$ cat src/rtl/frame_arb_pkg.sv
`timescale 1ns/1ps
`default_nettype none
// ============================================================================
// Module      : frame_arb_pkg
// Description : Shared types and constants for the two-source AXIS frame
//               arbiter (FSM state, source index, round-robin helper).
// Revision    : 1.0 - initial release
// ============================================================================
package frame_arb_pkg;

    typedef enum logic [0:0] {
        IDLE = 1'b0,
        BUSY = 1'b1
    } state_t;

    typedef logic [0:0] src_idx_t;

    localparam src_idx_t c_src0           = 1'b0;
    localparam src_idx_t c_src1           = 1'b1;
    // s00 must win the first contention after reset, so last-grant starts at s01
    localparam src_idx_t c_last_grant_rst = c_src1;

    function automatic src_idx_t rr_pick(input logic [1:0] req, input src_idx_t last_grant);
        src_idx_t pick;
        if (&req) begin
            pick = ~last_grant;
        end else if (req[1]) begin
            pick = c_src1;
        end else begin
            pick = c_src0;
        end
        return pick;
    endfunction

endpackage : frame_arb_pkg
`default_nettype wire

$ cat src/rtl/frame_arb_rr.sv
`timescale 1ns/1ps
`default_nettype none
// ============================================================================
// Module      : frame_arb_rr
// Description : Two-way round-robin picker; the source that did not win last
//               time is preferred when both request.
// Revision    : 1.0 - initial release
// ============================================================================
module frame_arb_rr
    import frame_arb_pkg::*;
(
    input  logic [1:0] i_req,
    input  src_idx_t   i_last_grant,
    output src_idx_t   o_grant
);

    assign o_grant = rr_pick(i_req, i_last_grant);

endmodule : frame_arb_rr
`default_nettype wire

$ cat src/rtl/axis_frame_arbiter.sv
`timescale 1ns/1ps
`default_nettype none
// ============================================================================
// Module      : axis_frame_arbiter
// Description : Merges two AXI-Stream frame sources onto one master port,
//               switching only at frame boundaries (round robin).
//               Optional per-source frame counters: FRAME_ARB_STATS_EN.
// Revision    : 1.0 - initial release
// ============================================================================
module axis_frame_arbiter
    import frame_arb_pkg::*;
#(
    parameter int C_AXIS_TDATA_WIDTH = 32,
    parameter int C_STAT_WIDTH       = 16
) (
    input  logic                            aclk,
    input  logic                            aresetn,
    input  logic [1:0]                      src_en,

    input  logic [C_AXIS_TDATA_WIDTH-1:0]   s00_axis_tdata,
    input  logic [C_AXIS_TDATA_WIDTH/8-1:0] s00_axis_tstrb,
    input  logic                            s00_axis_tvalid,
    input  logic                            s00_axis_tlast,
    output logic                            s00_axis_tready,

    input  logic [C_AXIS_TDATA_WIDTH-1:0]   s01_axis_tdata,
    input  logic [C_AXIS_TDATA_WIDTH/8-1:0] s01_axis_tstrb,
    input  logic                            s01_axis_tvalid,
    input  logic                            s01_axis_tlast,
    output logic                            s01_axis_tready,

    output logic [C_AXIS_TDATA_WIDTH-1:0]   m00_axis_tdata,
    output logic [C_AXIS_TDATA_WIDTH/8-1:0] m00_axis_tstrb,
    output logic                            m00_axis_tvalid,
    output logic                            m00_axis_tlast,
    input  logic                            m00_axis_tready,
    output logic                            m00_axis_tdest,

    output logic                            busy
`ifdef FRAME_ARB_STATS_EN
    ,
    output logic [C_STAT_WIDTH-1:0]         frame_cnt0,
    output logic [C_STAT_WIDTH-1:0]         frame_cnt1
`endif
);

    state_t     r_state;
    state_t     w_state_next;
    src_idx_t   r_grant;
    src_idx_t   w_grant_next;
    src_idx_t   r_last_grant;
    src_idx_t   w_last_grant_next;
    src_idx_t   w_pick;
    logic [1:0] w_req;
    logic       w_fire_last;

    assign w_req = {s01_axis_tvalid & src_en[1], s00_axis_tvalid & src_en[0]};

    frame_arb_rr u_rr (
        .i_req        (w_req),
        .i_last_grant (r_last_grant),
        .o_grant      (w_pick)
    );

    // Frame ends on the accepted tlast beat of the granted source
    assign w_fire_last = (r_state == BUSY) & m00_axis_tvalid & m00_axis_tready & m00_axis_tlast;

    always_ff @(posedge aclk or negedge aresetn) begin
        if (!aresetn) begin
            r_state      <= IDLE;
            r_grant      <= c_src0;
            r_last_grant <= c_last_grant_rst;
        end else begin
            r_state      <= w_state_next;
            r_grant      <= w_grant_next;
            r_last_grant <= w_last_grant_next;
        end
    end

    always_comb begin
        w_state_next      = r_state;
        w_grant_next      = r_grant;
        w_last_grant_next = r_last_grant;
        case (r_state)
            IDLE: begin
                if (|w_req) begin
                    w_state_next = BUSY;
                    w_grant_next = w_pick;
                end
            end
            BUSY: begin
                if (w_fire_last) begin
                    w_state_next      = IDLE;
                    w_last_grant_next = r_grant;
                end
            end
            default: begin
                w_state_next = IDLE;
            end
        endcase
    end

    always_comb begin
        m00_axis_tdata  = '0;
        m00_axis_tstrb  = '0;
        m00_axis_tvalid = 1'b0;
        m00_axis_tlast  = 1'b0;
        m00_axis_tdest  = 1'b0;
        s00_axis_tready = 1'b0;
        s01_axis_tready = 1'b0;
        busy            = 1'b0;
        if (r_state == BUSY) begin
            busy           = 1'b1;
            m00_axis_tdest = r_grant;
            if (r_grant == c_src1) begin
                m00_axis_tdata  = s01_axis_tdata;
                m00_axis_tstrb  = s01_axis_tstrb;
                m00_axis_tvalid = s01_axis_tvalid;
                m00_axis_tlast  = s01_axis_tlast;
                s01_axis_tready = m00_axis_tready;
            end else begin
                m00_axis_tdata  = s00_axis_tdata;
                m00_axis_tstrb  = s00_axis_tstrb;
                m00_axis_tvalid = s00_axis_tvalid;
                m00_axis_tlast  = s00_axis_tlast;
                s00_axis_tready = m00_axis_tready;
            end
        end
    end

`ifdef FRAME_ARB_STATS_EN
    logic [C_STAT_WIDTH-1:0] r_frame_cnt0;
    logic [C_STAT_WIDTH-1:0] r_frame_cnt1;

    always_ff @(posedge aclk or negedge aresetn) begin
        if (!aresetn) begin
            r_frame_cnt0 <= '0;
            r_frame_cnt1 <= '0;
        end else if (w_fire_last) begin
            if (r_grant == c_src1) begin
                r_frame_cnt1 <= r_frame_cnt1 + C_STAT_WIDTH'(1);
            end else begin
                r_frame_cnt0 <= r_frame_cnt0 + C_STAT_WIDTH'(1);
            end
        end
    end

    assign frame_cnt0 = r_frame_cnt0;
    assign frame_cnt1 = r_frame_cnt1;
`else
    logic [C_STAT_WIDTH-1:0] w_stat_unused;
    assign w_stat_unused = '0;
`endif

endmodule : axis_frame_arbiter
`default_nettype wire

$ cat config.mk
export PLATFORM = sky130hd
export DESIGN_NAME = axis_frame_arbiter
export DESIGN_NICKNAME = d
export VERILOG_FILES = /design/src/rtl/frame_arb_pkg.sv /design/src/rtl/frame_arb_rr.sv /design/src/rtl/axis_frame_arbiter.sv
export SDC_FILE = /design/constraint.sdc
export NUM_CORES = 1
export LEC_CHECK = 0
export CORE_MARGIN = 10
export CORE_UTILIZATION = 55
export DETAILED_ROUTE_END_ITERATION = 10
export DONT_BUFFER_PORTS = 1
export PLACE_DENSITY = 0.7
export SYNTH_ARGS = -nofsm -noshare
export SYNTH_HDL_FRONTEND = slang
export SYNTH_SLANG_ARGS = --single-unit
$ cat constraint.sdc
create_clock -name aclk -period 3.5 [get_ports aclk]
set_clock_uncertainty 0.15 [all_clocks]
set_input_delay 0.7 -clock aclk [delete_from_list [all_inputs] [get_ports aclk]]
set_output_delay 0.7 -clock aclk [all_outputs]
set_load 0.02 [all_outputs]
==> run_results.csv <==
group,metric,value,unit
pwr,worst_ir_drop_vdd,0.0007338,V
synthesis,syn_avg_cell_area,8.047,um^2
sta,finalSetupViolCount,0,
clock_tree,clock_latency,0.25,ns
synthesis,syn_nets,183,
clock_tree,htree_levels,1,
pwr,power_density,1055,mW/mm^2
placement,dpl_cell_area,814.5,um^2
routing,wl,3210,um
worst_hold_path,hold_path.class,"in -> async",
finish,drive_gt1_frac,0.06061,
global_routing,grt_pass1_vias,844,
sta,slew_headroom,0.2612,
critical_path,crit_path_end_kind,"output port",
placement,place.gp.congestion,0.7268,
critical_path,critical_path_arrival,1.81,ns
die,coreArea,0.001350,mm^2
sta,hold_slack,0.1458,ns
finish,design_area,860.8,um^2
sta,grt_setup_unrepaired,"no",
synthesis,ys_types,16,
critical_path,crit_path_start_kind,"flip-flop",
die,ios,123,
critical_path,cp.required,2.65,ns
global_routing,overflow,0,
finish,fin_util,0.6376,
run_status,status,"completed",
global_routing,antenna_found_initial,0,
clock_tree,cts_buffers,3,
synthesis,ys_seq_elements,3,
routing,drc,0,
critical_path,crit_path_top_delay_cell,"dfrtp_1",
routing,routedWlPerCell,28.16,um
clock_tree,root_buffer,"clkbuf_4",
run,max_cap_viol_count,0,
critical_path,critPathBufInv,0,
placement,dp_hpwl,2774,um
die,die_h,58.63,um
clock_tree,numClockSinks,3,
routing,drt_iter0_markers,17,
clock_tree,clk_pin_slew_worst_paths,0.04,ns
sta,tightest_slew,1.108,ns
sta,max_freq,0.3763,GHz
routing,drtAntennaViolNets,0,
synthesis,ys_warn_count,0,
finish,nets,181,
sta,drv_slew,0,
critical_path,crit_chain,"nor2b_1",
sta,fin_crit,2.657,ns
sta,report.final.hold_viol_count,0,
finish,syn_to_final_growth,4.878,%
finish,n_fill_cell,115,
pwr,p_int,350.8,uW
sta,layout_setup_ws,0.8425,ns
global_routing,grt_pass1_wl,4547,um
sta,timing.final.crit_share,0.7593,
routing,viasPerCell,6.421,
critical_path,path_delay_family,"flip-flops",
synthesis,synth_area,820.8,um^2
clock_tree,cts_tree,"built",
die,row_count,13,
pwr,p_switching,557.7,uW
finish,antenna-diode-count,0,
pwr,netSwitchingFraction,0.6139,
pwr,pwr-share-seq,0.162,
clock_tree,ctsLongestPathBuffers,2,
sta,tns,0,ns
pwr,combinationalPowerShare,0.767,
global_routing,grt_max_degree,47,
clock_tree,cts_resized,0,
pwr,p_clk_frac,0.071,
die,die-width,58.63,um
placement,dpl_worst_slack,1.074,ns
routing,first_pass_iters,2,
placement,portBuffers,0,
critical_path,critPathKind,"reg -> out",
synthesis,synth-seq-area-share,0.09299,
pwr,power_leakage,0.0003986,uW
global_routing,grt_use_total,0.1666,
critical_path,path_max_fanout,46,
synthesis,synthCells,102,
die,initial_utilization,0.6080,
routing,num_vias,732,
critical_path,max_stage_delay,1.07,ns
die,die_area,0.003437,mm^2
layout by cell type (no fill, tap or decap), drive strengths merged:
master	synthesis	layout
mux2i	38	38
nor2	3	3
dfrtp	2	2
o32a	1	1
buf	5	1
dlygate4sd3	0	2
a21oi	1	1
dfstp	1	1
nor2b	38	38
a21boi	1	1
nand2	3	3
mux2	1	1
and2	1	1
and3	1	1
clkbuf	5	4
nand4bb	1	1
layer usage:
layer	track usage	vias up	routed length [um]
met5	0	-	0
met1	0.1482	302	1080
li1	-	341	-
met2	0.2853	83	1520
met3	0.1073	6	554
met4	0.08525	0	55
area by class of cell:
type                            instances  area, um^2  share of cell area
Clock buffer                            4       26.28             0.03052
Tap cell                               15       18.77             0.02180
Sequential cell                         3       77.57             0.09012
Multi-Input combinational cell         89       698.2              0.8110
Timing Repair Buffer                    3       40.04             0.04651
sequential cells by signal, indices dropped and copies added (netlist names):
name          count
r_grant           1
r_last_grant      1
r_state           1
power by group through the flow:
stage | Combinational (uW) | Sequential [uW] | Clock [uW]
6_report | 697 | 147 | 64.5
5_1_grt | 742 | 159 | 68.6
4_1_cts | 709 | 149 | 65.1
3_5_place_dp | 707 | 148 | 0
3_3_place_gp | 698 | 146 | 0
2_1_floorplan | 709 | 64.8 | 0
worst paths after layout:
path | start | end | slack [ns] | cells past startpoint
min in group aclk | r_last_grant | r_grant | 0.46 | 2
setup reg to reg | r_state | r_last_grant | 1.62 | 2
hold / removal | aresetn | r_last_grant | 0.15 | 0
setup / recovery | r_state | m00_axis_tdata[18] | 0.84 | 1
hold reg to reg | r_last_grant | r_grant | 0.46 | 2
max in group asynchronous | aresetn | r_grant | 2.57 | 1
stage by stage:
stage | cells | power, uW
after floorplan | 102 | 773.5
after global placement | 108 | 843.6
after detailed placement | 108 | 855.0
after CTS | 113 | 922.7
after global routing | 114 | 969.6
final | 114 | 908.4
what timing repair did:
item,CTS,global route
hold buffers,1,1
endpoints found under the hold margin,1,1
buffers inserted,0,0
cell usage after synthesis:
library cell  count  share of area
and3_1            1         0.0076
a21oi_1           1         0.0061
buf_4             1         0.0091
nor2_1            3          0.014
nand4bb_1         1          0.014
nor2b_1          38           0.29
mux2_1            1          0.014
mux2i_1          38           0.46
nand2_1           3          0.014
and2_1            1         0.0076
buf_2             4          0.024
dfrtp_1           2          0.061
dfstp_2           1          0.032
clkbuf_1          5          0.023
o32a_1            1          0.012
a21boi_1          1         0.0091
kinds of logic after synthesis:
family	after synthesis	synth area share
and+or+nand+nor	47	0.3460
DFF	3	0.09300
muxes	39	0.4771
AOI/OAI and AO/OA	3	0.02744
buffers and inverters	10	0.05641
Power figures use the tool's default switching activity.
